$ cat src/rtl/div_sgn_seq.sv
// Sequential signed divider: recovers X = P / Y one quotient bit per cycle.
// Radix-2 restoring division on magnitudes, with signs and range fixed up afterwards.
module div_sgn_seq #(
  parameter int BW     = 8,
  parameter int widthX = BW,
  parameter int widthY = BW
) (
  input  logic                            clk_i,
  input  logic                            rst_i,
  input  logic                            in_valid,
  output logic                            in_ready,
  input  logic signed [widthX+widthY-1:0] P,
  input  logic signed [widthY-1:0]        Y,
  output logic                            out_valid,
  input  logic                            out_ready,
  output logic signed [widthX-1:0]        Q,
  output logic signed [widthY-1:0]        R,
  output logic                            DZ,
  output logic                            OV
);

  localparam int WP = widthX + widthY;
  localparam int CW = (widthX > 1) ? $clog2(widthX) : 1;
  localparam logic [widthX-1:0] HALF = {1'b1, {(widthX-1){1'b0}}};

  typedef enum logic [1:0] {IDLE, CALC, FIX, DONE} st_t;

  st_t st, st_n;

  logic [WP-1:0]     pu, pabs;
  logic [widthY-1:0] yu, yabs;
  logic              acc, yz, eov;

  logic [widthY-1:0] rem, ym;
  logic [widthX-1:0] qm;
  logic [CW-1:0]     cnt;
  logic              sp, sy;

  logic [widthY:0]   t, nrem;
  logic              ge;
  logic [widthX-1:0] qs;
  logic [widthY-1:0] rs;
  logic              qneg, ovf;

  assign pu   = P;
  assign yu   = Y;
  assign pabs = pu[WP-1] ? ('0 - pu) : pu;
  assign yabs = yu[widthY-1] ? ('0 - yu) : yu;
  assign acc  = in_valid & in_ready;
  assign yz   = (yu == '0);
  // quotient magnitude needs more than widthX bits
  assign eov  = pabs[WP-1:widthX] >= yabs;

  assign t    = {rem, qm[widthX-1]};
  assign ge   = t >= {1'b0, ym};
  assign nrem = ge ? (t - {1'b0, ym}) : t;

  assign qneg = sp ^ sy;
  assign qs   = qneg ? ('0 - qm) : qm;
  assign rs   = sp ? ('0 - rem) : rem;
  assign ovf  = qneg ? (qm > HALF) : (qm >= HALF);

  always_ff @(posedge clk_i or posedge rst_i) begin
    if (rst_i) st <= IDLE;
    else       st <= st_n;
  end

  always_comb begin
    st_n = st;
    unique case (st)
      IDLE: if (acc) st_n = (yz || eov) ? DONE : CALC;
      CALC: if (cnt == '0) st_n = FIX;
      FIX:  st_n = DONE;
      DONE: if (out_ready) st_n = IDLE;
      default: st_n = IDLE;
    endcase
  end

  always_comb begin
    in_ready  = (st == IDLE);
    out_valid = (st == DONE);
  end

  always_ff @(posedge clk_i or posedge rst_i) begin
    if (rst_i) begin
      rem <= '0;
      ym  <= '0;
      qm  <= '0;
      cnt <= '0;
      sp  <= 1'b0;
      sy  <= 1'b0;
      Q   <= '0;
      R   <= '0;
      DZ  <= 1'b0;
      OV  <= 1'b0;
    end else begin
      unique case (st)
        IDLE: if (acc) begin
          ym  <= yabs;
          sp  <= pu[WP-1];
          sy  <= yu[widthY-1];
          rem <= pabs[WP-1:widthX];
          qm  <= pabs[widthX-1:0];
          cnt <= CW'(widthX-1);
          if (yz) begin
            DZ <= 1'b1;
            OV <= 1'b0;
            Q  <= '1;
            R  <= pu[widthY-1:0];
          end else if (eov) begin
            DZ <= 1'b0;
            OV <= 1'b1;
            Q  <= '0;
            R  <= '0;
          end else begin
            DZ <= 1'b0;
            OV <= 1'b0;
          end
        end
        CALC: begin
          rem <= nrem[widthY-1:0];
          qm  <= {qm[widthX-2:0], ge};
          cnt <= cnt - CW'(1);
        end
        FIX: begin
          DZ <= 1'b0;
          if (ovf) begin
            OV <= 1'b1;
            Q  <= '0;
            R  <= '0;
          end else begin
            OV <= 1'b0;
            Q  <= qs;
            R  <= rs;
          end
        end
        default: ;
      endcase
    end
  end

endmodule

$ cat config.mk
export PLATFORM = sky130hd
export DESIGN_NAME = div_sgn_seq
export DESIGN_NICKNAME = d
export VERILOG_FILES = /design/src/rtl/div_sgn_seq.sv
export SDC_FILE = /design/constraint.sdc
export NUM_CORES = 1
export LEC_CHECK = 0
export ABC_AREA = 1
export CAP_MARGIN = 0
export CORE_MARGIN = 5
export CORE_UTILIZATION = 55
export DETAILED_ROUTE_END_ITERATION = 6
export PLACE_DENSITY = 0.76
export SLEW_MARGIN = 10
export SYNTH_ARGS = -nofsm -noshare
export SYNTH_HDL_FRONTEND = slang
export SYNTH_SLANG_ARGS = --single-unit
$ cat constraint.sdc
create_clock -name clk_i -period 5.1 [get_ports clk_i]
set_input_delay 0.51 -clock clk_i [delete_from_list [all_inputs] [get_ports clk_i]]
set_output_delay 0.51 -clock clk_i [all_outputs]
set_load 0.02 [all_outputs]
==> flow_summary_export.csv <==
group,metric,value,unit
outcome,status,"completed",
floorplan,die_h,95.5,microns
clock_tree,htreeDepth,2,
synthesis,seq_area_frac_synth,30.5,%
placement,portBuffers,47,
synthesis,syn_area,4020,sq um
min_path,hold_path.class,"register to register",
clock_tree,cts_tree,"done",
pwr,power_density,573,nW/um^2
grt,grt_first_pass_wirelength,17400,microns
placement,place_congestion,0.877,
timing,setup_slack,1.67,ns
layout,drive_above_1_share,4.13,%
grt,grt_max_degree,50,
pwr,peakVddDrop,0.000288,V
drt,drt-total-wl,10200,microns
floorplan,pin_count,48,
drt,dr.pass1.iters,6,
clock_tree,cts_inserted_buffers,5,
synthesis,syn_inst,613,
timing,setup_tns,0,ns
timing,fin_crit,3.43,ns
grt,grtUsageTotal,23.9,%
clock_tree,worst_skew_pair.late_latency,0.32,ns
timing,slew_headroom,22.7,%
clock_tree,holdBufCountCts,0,
placement,dp_hpwl,7990,microns
drt,drtAntennaViolNets,0,
placement,dpl_worst_slack,1.36,ns
timing,skew,0.0155,ns
layout,antenna_cells,0,
synthesis,syn-num-nets,668,
timing,rsz0062_at_grt,"no",
placement,postPlaceCellArea,4550,sq um
worst_setup_path,worst_setup_path_end_kind,"register",
synthesis,yosys.cell_types.count,35,
clock_tree,clock_path_buffers,2,
floorplan,initial_core_util,56.0,%
floorplan,rows,31,
drt,num_vias,4039,
drt,route.detailed.drc,0,
drt,drt_iter0_drc,288,
grt,antenna_found_initial,0,
floorplan,die_area,9110,sq um
job,cap_viol_max_count,0,
timing,hold_viol,0,
clock_tree,cts-root-buf,"clkbuf_8",
clock_tree,cts_resized,0,
pwr,finalPower,0.00266,W
layout,syn_to_final_growth,15.6,%
timing,fmax,291,MHz
clock_tree,post-cts-setup-buffers,0,
grt,grt_pass1_vias,3705,
worst_setup_path,crit_required,5.30,ns
layout,fillers,677,
worst_setup_path,path_class,"primary input to register",
layout,fin_nets,708,
synthesis,yosysWarnings,0,
synthesis,avgSynthCellArea,6.55,sq um
worst_setup_path,critPathArrivalTime,3.63,ns
timing,worstMarginPinSlew,1.16,ns
floorplan,core-area,7180,sq um
worst_setup_path,critPathLaunchType,"primary input",
drt,viasPerCell,5.36,
floorplan,die_x,95.5,microns
clock_tree,path_clk_slew,0.10,ns
synthesis,ys_ff_latch,49,
timing,setup_viol,0,
layout,final_cell_area,4640,sq um
clock_tree,clock_sinks,49,
pwr,p_leak,2.42,nW
timing,slew_viol_final,0,
grt,overflow,0,
timing,period_share,67.3,%
drt,wl_per_cell,13.5,microns
worst_setup_path,cp_max_fo,23,
==> worst paths after layout <==
kind	startpoint	end	slack (ns)	cells after the start
min in group asynchronous	rst_i	R[7]$_DFFE_PP0P_	0.76	2
worst min-delay path	cnt[0]$_DFFE_PP0P_	cnt[0]$_DFFE_PP0P_	0.47	1
worst min register to register	cnt[0]$_DFFE_PP0P_	cnt[0]$_DFFE_PP0P_	0.47	1
worst max-delay path	P[15]	R[6]$_DFFE_PP0P_	1.67	13
worst max register to register	st[1]$_DFFE_PP0P_	rem[1]$_DFFE_PP0P_	1.87	7
max in group asynchronous	rst_i	rem[1]$_DFFE_PP0P_	3.71	2
==> cells in the mapped netlist <==
cell | n | area [sq um]
nand2_1 | 195 | 732
o21ai_0 | 23 | 115
a21boi_0 | 2 | 15.0
buf_1 | 1 | 3.75
nand4_1 | 13 | 81.3
o221ai_1 | 1 | 8.76
nand3_4 | 1 | 17.5
inv_1 | 76 | 285
xor2_4 | 1 | 27.5
or2_1 | 2 | 12.5
a21oi_4 | 1 | 16.3
nor2_2 | 1 | 6.26
buf_2 | 3 | 15.0
clkinv_1 | 1 | 3.75
o21a_1 | 1 | 7.51
a21oi_1 | 19 | 95.1
o22ai_1 | 7 | 43.8
nor3_1 | 3 | 15.0
o211ai_1 | 4 | 30.0
o21ai_2 | 1 | 8.76
fa_1 | 1 | 20.0
nand2_2 | 2 | 12.5
inv_2 | 10 | 37.5
a22oi_1 | 2 | 15.0
xnor2_1 | 1 | 8.76
ha_1 | 26 | 325
nand3_2 | 1 | 10.0
buf_4 | 2 | 15.0
clkbuf_1 | 8 | 30.0
nand3_1 | 54 | 270
nor2_1 | 62 | 233
o21ai_1 | 17 | 85.1
dfrtp_1 | 49 | 1230
nand3b_1 | 4 | 30.0
xor2_1 | 18 | 158
==> routing by layer <==
layer / global-route usage (%) / vias to the layer above / routed length (microns)
li1: - / 2047 / -
met1: 34.9 / 1823 / 4910
met2: 37.7 / 152 / 4550
met3: 2.84 / 17 / 508
met4: 5.92 / 0 / 206
met5: 0 / - / 0
==> state kept, by name, summed over array words and instances (netlist names) <==
register,cells
Q,8
R,8
qm,8
rem,8
ym,8
cnt,3
st,2
DZ,1
OV,1
sp,1
sy,1
==> critical path, cell delays in order <==
cell and delay, ns:
clkdlybuf4s50_1 0.93, o21ai_1 0.25, nand3_1 0.14, nand2_1 0.08, ha_1 0.31, a21oi_1 0.15, o21ai_0 0.09, nand2_1 0.08
nand4_1 0.10, nand2_1 0.47, nand2_2 0.33, nand2_1 0.14, nand2_1 0.05
==> logic make-up (layout without fill, tap and decap cells) <==
| group | after synthesis | count (layout) | synth area share (%) |
|---|---|---|---|
| and+or+nand+nor | 338 | 338 | 35.4 |
| buffers and inverters | 101 | 142 | 9.72 |
| AOI/OAI and AO/OA | 78 | 78 | 11.0 |
| DFF | 49 | 49 | 30.5 |
| adders and majority gates | 27 | 27 | 8.60 |
| xor gates and xnor gates | 20 | 20 | 4.83 |
==> layout by cell type, fill, tap and decap left out, types with 2 or more instances in the layout <==
| master | instances |
|---|---|
| nand2_1 | 195 |
| inv_1 | 75 |
| nor2_1 | 62 |
| nand3_1 | 54 |
| dfrtp_1 | 49 |
| clkdlybuf4s50_1 | 47 |
| ha_1 | 26 |
| o21ai_0 | 23 |
| a21oi_1 | 19 |
| xor2_1 | 18 |
| o21ai_1 | 17 |
| nand4_1 | 13 |
| inv_2 | 11 |
| o22ai_1 | 7 |
| clkbuf_8 | 5 |
| nand3b_1 | 4 |
| o211ai_1 | 4 |
| nor3_1 | 3 |
| nand2_2 | 2 |
| a22oi_1 | 2 |
| or2_1 | 2 |
| a21boi_0 | 2 |
| clkinvlp_4 | 2 |
==> area by class of cell <==
type	instances	area [sq um]	area share, %
clock buffer	5	68.8	1.48
clock inverter	3	26.3	0.566
inverter	87	327	7.04
multi-input combinational	463	2400	51.7
sequential	49	1230	26.4
tap	99	124	2.67
timing repair buffer	47	470	10.1
==> stage by stage <==
stage	instances	hold WS [ns]	util [%]
3_3_place_gp	745	0.460	63.4
2_1_floorplan	613	0.440	-
3_5_place_dp	745	0.461	63.4
5_1_grt	753	0.526	64.7
4_1_cts	753	0.473	64.7
6_report	753	0.471	64.7
==> report_power, final <==
group	switching [W]	internal (W)	leakage (nW)
Sequential	0.000140	0.000555	0.615
Clock	0.000149	0.000100	0.0423
Combinational	0.00109	0.000626	1.76
Power figures use the tool's default switching activity.
